<file path="config.mk">
export PLATFORM = sky130hd
export DESIGN_NAME = jk_toggle_monitor_flat
export DESIGN_NICKNAME = d
export VERILOG_FILES = /design/src/rtl/jk_toggle_monitor_if.sv /design/src/rtl/jk_toggle_monitor.sv /design/src/flat_wrapper.sv
export SDC_FILE = /design/constraint.sdc
export NUM_CORES = 1
export LEC_CHECK = 0
export CORE_UTILIZATION = 30
export CTS_CLUSTER_SIZE = 16
export DETAILED_ROUTE_END_ITERATION = 8
export GPL_TIMING_DRIVEN = 0
export SLEW_MARGIN = 10
export SYNTH_ARGS = -nofsm -noshare
export SYNTH_HDL_FRONTEND = slang
export SYNTH_SLANG_ARGS = --single-unit
export TNS_END_PERCENT = 1
</file>
<file path="constraint.sdc">
create_clock -name clk -period 1.95 [get_ports clk]
set_input_delay 0.195 -clock clk [delete_from_list [all_inputs] [get_ports clk]]
set_output_delay 0.195 -clock clk [all_outputs]
set_load 0.03 [all_outputs]
</file>
<file path="src/rtl/jk_toggle_monitor_if.sv">
// Report port of the JK toggle monitor.
// Counts and error flag travel with a valid/ready handshake.
interface jk_toggle_monitor_if #(
  parameter int CNT_W = 8
);
  logic             rpt_valid;
  logic             rpt_ready;
  logic [CNT_W-1:0] rpt_rise;
  logic [CNT_W-1:0] rpt_fall;
  logic [CNT_W-1:0] rpt_mism;
  logic             rpt_nerr;

  modport master (
    output rpt_valid,
    output rpt_rise,
    output rpt_fall,
    output rpt_mism,
    output rpt_nerr,
    input  rpt_ready
  );

  modport slave (
    input  rpt_valid,
    input  rpt_rise,
    input  rpt_fall,
    input  rpt_mism,
    input  rpt_nerr,
    output rpt_ready
  );
endinterface

</file>
<file path="src/rtl/jk_toggle_monitor.sv">
// Checks a JK flop against its truth table and counts
// q edges over a window, reporting through valid/ready.
module jk_toggle_monitor #(
  parameter int CNT_W  = 8,
  parameter int WINDOW = 16
) (
  input  logic clk,
  input  logic reset,
  input  logic ff_reset,
  input  logic j,
  input  logic k,
  input  logic q,
  input  logic qnot,
  input  logic start,
  output logic busy,
  jk_toggle_monitor_if.master rpt
);

  localparam int WC_W = (WINDOW > 1) ? $clog2(WINDOW) : 1;
  localparam logic [WC_W-1:0] WIN_LAST = WC_W'(WINDOW - 1);
  localparam logic [CNT_W-1:0] CMAX = '1;

  typedef enum logic [1:0] {
    IDLE    = 2'd0,
    MEASURE = 2'd1,
    REPORT  = 2'd2
  } state_t;

  state_t state_q, state_d;

  logic [WC_W-1:0]  win_q, win_d;
  logic [CNT_W-1:0] rise_q, rise_d;
  logic [CNT_W-1:0] fall_q, fall_d;
  logic [CNT_W-1:0] mism_q, mism_d;
  logic             nerr_q, nerr_d;
  logic             busy_q, busy_d;
  logic             valid_q, valid_d;

  logic hv_q;
  logic pj_q;
  logic pk_q;
  logic pq_q;
  logic pr_q;

  logic pred_s;
  logic mis_s;
  logic rise_s;
  logic fall_s;
  logic nerr_s;
  logic win_last;
  logic hs_s;

  function automatic logic [CNT_W-1:0] sat_inc(
    input logic [CNT_W-1:0] v,
    input logic             en
  );
    if (en && (v != CMAX)) begin
      return v + CNT_W'(1);
    end
    return v;
  endfunction

  // Expected q for this cycle from last cycle's flop inputs
  always_comb begin
    pred_s = pq_q;
    unique case ({pj_q, pk_q})
      2'b00:   pred_s = pq_q;
      2'b01:   pred_s = 1'b0;
      2'b10:   pred_s = 1'b1;
      default: pred_s = ~pq_q;
    endcase
    if (pr_q) begin
      pred_s = 1'b0;
    end
  end

  assign mis_s    = hv_q & (q != pred_s);
  assign rise_s   = hv_q & ~pq_q & q;
  assign fall_s   = hv_q & pq_q & ~q;
  assign nerr_s   = (qnot == q);
  assign win_last = (win_q == WIN_LAST);
  assign hs_s     = valid_q & rpt.rpt_ready;

  always_comb begin
    state_d = state_q;
    win_d   = win_q;
    rise_d  = rise_q;
    fall_d  = fall_q;
    mism_d  = mism_q;
    nerr_d  = nerr_q;
    unique case (state_q)
      IDLE: begin
        if (start) begin
          state_d = MEASURE;
          win_d   = '0;
          rise_d  = '0;
          fall_d  = '0;
          mism_d  = '0;
          nerr_d  = 1'b0;
        end
      end
      MEASURE: begin
        rise_d = sat_inc(rise_q, rise_s);
        fall_d = sat_inc(fall_q, fall_s);
        mism_d = sat_inc(mism_q, mis_s);
        nerr_d = nerr_q | nerr_s;
        win_d  = win_q + WC_W'(1);
        if (win_last) begin
          state_d = REPORT;
        end
      end
      REPORT: begin
        if (hs_s) begin
          state_d = IDLE;
        end
      end
      default: state_d = IDLE;
    endcase
  end

  assign busy_d  = (state_d != IDLE);
  assign valid_d = (state_d == REPORT);

  always_ff @(posedge clk) begin
    if (reset) begin
      state_q <= IDLE;
      win_q   <= '0;
      rise_q  <= '0;
      fall_q  <= '0;
      mism_q  <= '0;
      nerr_q  <= 1'b0;
      busy_q  <= 1'b0;
      valid_q <= 1'b0;
      hv_q    <= 1'b0;
      pj_q    <= 1'b0;
      pk_q    <= 1'b0;
      pq_q    <= 1'b0;
      pr_q    <= 1'b0;
    end else begin
      state_q <= state_d;
      win_q   <= win_d;
      rise_q  <= rise_d;
      fall_q  <= fall_d;
      mism_q  <= mism_d;
      nerr_q  <= nerr_d;
      busy_q  <= busy_d;
      valid_q <= valid_d;
      hv_q    <= 1'b1;
      pj_q    <= j;
      pk_q    <= k;
      pq_q    <= q;
      pr_q    <= ff_reset;
    end
  end

  assign busy          = busy_q;
  assign rpt.rpt_valid = valid_q;
  assign rpt.rpt_rise  = rise_q;
  assign rpt.rpt_fall  = fall_q;
  assign rpt.rpt_mism  = mism_q;
  assign rpt.rpt_nerr  = nerr_q;

endmodule

</file>
<file path="src/flat_wrapper.sv">
// flat-port wrapper written by rule: the top's interface ports become plain ports
module jk_toggle_monitor_flat 
#(
  parameter int CNT_W  = 8,
  parameter int WINDOW = 16
)
  (clk, reset, ff_reset, j, k, q, qnot, start, busy, rpt_rpt_valid, rpt_rpt_rise, rpt_rpt_fall, rpt_rpt_mism, rpt_rpt_nerr, rpt_rpt_ready);
  jk_toggle_monitor_if #(.CNT_W(CNT_W)) rpt_i ();
  input  logic clk;
  input  logic reset;
  input  logic ff_reset;
  input  logic j;
  input  logic k;
  input  logic q;
  input  logic qnot;
  input  logic start;
  output logic busy;
  output wire logic [$bits(rpt_i.rpt_valid)-1:0] rpt_rpt_valid;
  output wire logic [$bits(rpt_i.rpt_rise)-1:0] rpt_rpt_rise;
  output wire logic [$bits(rpt_i.rpt_fall)-1:0] rpt_rpt_fall;
  output wire logic [$bits(rpt_i.rpt_mism)-1:0] rpt_rpt_mism;
  output wire logic [$bits(rpt_i.rpt_nerr)-1:0] rpt_rpt_nerr;
  input wire logic [$bits(rpt_i.rpt_ready)-1:0] rpt_rpt_ready;
  assign rpt_rpt_valid = rpt_i.rpt_valid;
  assign rpt_rpt_rise = rpt_i.rpt_rise;
  assign rpt_rpt_fall = rpt_i.rpt_fall;
  assign rpt_rpt_mism = rpt_i.rpt_mism;
  assign rpt_rpt_nerr = rpt_i.rpt_nerr;
  assign rpt_i.rpt_ready = rpt_rpt_ready;
  jk_toggle_monitor #(.CNT_W(CNT_W), .WINDOW(WINDOW)) u_core (.clk(clk), .reset(reset), .ff_reset(ff_reset), .j(j), .k(k), .q(q), .qnot(qnot), .start(start), .busy(busy), .rpt(rpt_i));
endmodule
</file>
==> flow_summary.ini <==
[drt]
drc = 0
highest_layer = met4
avgRoutedWirePerCell_um = 12.11
ant_nets = 0
met1_length_um = 1842
wl_um = 3718
wl_met2_um = 1672
first_pass_iters = 4
drt-initial-drc-count = 54
dr_total_vias = 1465
vias_per_cell = 4.772
detailroute.wirelength.met3_um = 120

[logic_synthesis]
synth_top_flop_cell = dfxtp_1
synth.yosys.seq_area_share_pct = 44.06
synth_top_area_share_pct = 44.06
syn_avg_cell_area_um2 = 8.993
ys_types = 38
ys_seq_elements = 38
synth_edf_count = 0
yosysWarningCount = 0
yosysTopAreaCell = dfxtp_1
yosysMostFrequentCell = dfxtp_1
syn_nets = 205
synth_area_um2 = 1727
async_flop_share_pct = 0
synthTopCellsByCount = dfxtp_1 (38), nor2_1 (25), nand2_1 (15), nand3_1 (15), xnor2_1 (13)
synthTopCellsByArea = dfxtp_1 (44%), xnor2_1 (6.6%), nor2_1 (5.4%), nand3_1 (4.3%), nand2_1 (3.3%)
syn_inst = 192

[worst_hold_path]
whs_path_depth = 2
hold_class = input port to register

[cells_and_area]
layout-drive-gt1-share_pct = 6.809
diodes = 0
fillers = 585
stdcell_count = 307
synthToLayoutAreaGrowth_pct = 31.88
multi_input_area_um2 = 934.6
final_util_pct = 41.10
seq_area_um2 = 760.7
finalNetCount = 247

[worst_setup_path]
path_depth = 6
critPathMaxFanout = 10
cp-end-kind = register
critPathTopFamily = simple AND/OR/NAND/NOR gates
start_kind = register
rrSetupSlack_ns = 0.19
crit_buf_inv = 1
worstReg2RegStart = u_core.state_q[1]$_SDFF_PP0_
worstPathCellList = nor2_1 -> nand2_1 -> clkbuf_1 -> nand2_1 -> xnor2_1 -> nor2_1
cp_slowest_cell = clkbuf_1
crit_end = u_core.rpt.rpt_rise[0]$_SDFFE_PP0P_
cp-startpoint = u_core.state_q[1]$_SDFF_PP0_
path_class = register to register
critPathRequiredTime_ns = 2.11
r2r_end = u_core.rpt.rpt_rise[0]$_SDFFE_PP0P_
rr_worst_depth = 6
arrival_ns = 1.93
cpPeakStageDelay_ns = 0.46

[power]
pwr-share-comb_pct = 9.7
clkPwrFrac_pct = 39.8
powerDensity_nw_per_um2 = 705.3
netSwitchingPower_w = 0.0003898
p_leak_nw = 0.7798
swShare_pct = 24.27
intPower_w = 0.001216
power.total_w = 0.001606
seqPwrFrac_pct = 50.4
ir_drop_mv = 0.3679

[global_routing]
grt_pass1_wl_um = 6161
overflow = 0
antenna_found_initial = 0
grt_max_degree = 12
grt_pass1_vias = 1300
grt_util_all_layers_pct = 13.08

[clock_network]
cts_sinks = 38
clock_latency_ns = 0.29
clk_pin_slew_ns = 0.08
cts-root-buf = clkbuf_8
htree_levels = 2
cts_resized = 0
post-cts-setup-buffer-count = 0
cts_tree = built
clockBufferDepth = 2
numCtsBuffers = 5
cts_hold_buffers = 0

[place]
dp.cells = 299
place_ws_ns = -0.003066
place_hpwl_um = 2643
gp_congestion = 0.7284
io_buffer_count = 35

[flow_run]
drv_cap = 0

[timing]
fmax_mhz = 567.0
setup_slack_ns = 0.1864
fin_crit_sh_pct = 90.44
min_period_ns = 1.764
worst_pin_slew_ns = 0.5170
slew_violations = 0
maxSlewHeadroom_pct = 65.53
rsz0062_at_grt = false
fin_skew_ns = 0.005382
final-setup-viol-count = 0
finalHoldViolCount = 0

[floorplanning]
die_w_um = 77.87
core_area_um2 = 5540
ios = 36
start_util_pct = 31.17
rows = 27
die_h_um = 77.87
die_area_um2 = 6063

[status]
status = complete, no violations
==> worst register-to-register path, cell delays in order (launching register included) <==
cell and delay (ns):
dfxtp_1 0.44, nor2_1 0.06, nand2_1 0.29, clkbuf_1 0.46, nand2_1 0.16, xnor2_1 0.17
nor2_1 0.05
==> sequential cells by signal, indices dropped and copies added (netlist names) <==
| signal | cells |
|---|---|
| u_core.rpt.rpt_mism | 8 |
| u_core.pk_q | 1 |
| u_core.hv_q | 1 |
| u_core.rpt.rpt_rise | 8 |
| u_core.busy | 1 |
| u_core.pj_q | 1 |
| u_core.rpt.rpt_fall | 8 |
| u_core.rpt.rpt_nerr | 1 |
| u_core.state_q | 2 |
| u_core.rpt.rpt_valid | 1 |
| u_core.win_q | 4 |
| u_core.pr_q | 1 |
| u_core.pq_q | 1 |
==> metal layers <==
layer / up-vias / track usage [%]
met5: - / 0
met4: 0 / 6.792
met3: 6 / 2.706
met2: 34 / 20.35
met1: 660 / 16.93
li1: 765 / -
==> cell families after synthesis <==
group / after synthesis / synth area share (%)
and+or+nand+nor: 83 / 23.91
AOI/OAI and AO/OA: 43 / 18.99
DFF: 38 / 44.06
xor gates and xnor gates: 14 / 7.102
buffers and inverters: 8 / 1.811
adders and majority gates: 4 / 2.899
muxes: 2 / 1.232
==> worst min path at each step <==
stage / startpoint / to / slack [ns]
finish: ff_reset / u_core.pr_q$_SDFF_PP0_ / 0.48
global route: ff_reset / u_core.pr_q$_SDFF_PP0_ / 0.48
CTS: ff_reset / u_core.pr_q$_SDFF_PP0_ / 0.48
detailed placement: u_core.rpt.rpt_mism[7]$_SDFFE_PP0P_ / u_core.rpt.rpt_mism[7]$_SDFFE_PP0P_ / 0.48
global placement: u_core.rpt.rpt_mism[7]$_SDFFE_PP0P_ / u_core.rpt.rpt_mism[7]$_SDFFE_PP0P_ / 0.48
floorplan: reset / u_core.busy$_SDFF_PP0_ / 0.26
==> layout make-up <==
| class | instances | area share, % |
|---|---|---|
| Buffer | 4 | 0.7143 |
| Clock buffer | 8 | 4.835 |
| Inverter | 4 | 0.6593 |
| Multi-Input combinational cell | 146 | 41.04 |
| Sequential cell | 38 | 33.41 |
| Tap cell | 72 | 3.956 |
| Timing Repair Buffer | 35 | 15.38 |
==> metrics by stage <==
step	setup TNS [ns]	area, µm²	hold WS (ns)
finish	0	2277	0.4802
global route	0	2277	0.4814
CTS	0	2277	0.4812
detailed placement	-0.004574	2167	0.4815
global placement	0	2167	0.4766
floorplan	0	1727	0.2644
==> power groups by stage <==
stage / logic (W) / registers [W] / clock network, W
after detailed placement: 0.000157 / 0.000829 / 0
after floorplan: 0.0000800 / 0.000843 / 0
after global placement: 0.000155 / 0.000828 / 0
after CTS: 0.000158 / 0.000810 / 0.000656
final: 0.000156 / 0.000810 / 0.000639
after global routing: 0.000172 / 0.000813 / 0.000690
==> placed cells by master, fill, tap and decap left out, drive strengths merged, types with 2 or more instances in the layout <==
cell	n
dfxtp	38
clkdlybuf4s50	35
nor2	25
nand2	15
nand3	15
xnor2	13
a21oi	11
clkbuf	11
o21ai	9
nor2b	7
nand4	6
and3	5
o31ai	5
inv	4
a211oi	4
ha	4
a22oi	3
a21boi	2
nand2b	2
a31oi	2
nand3b	2
(Power assumes the default switching activity.)
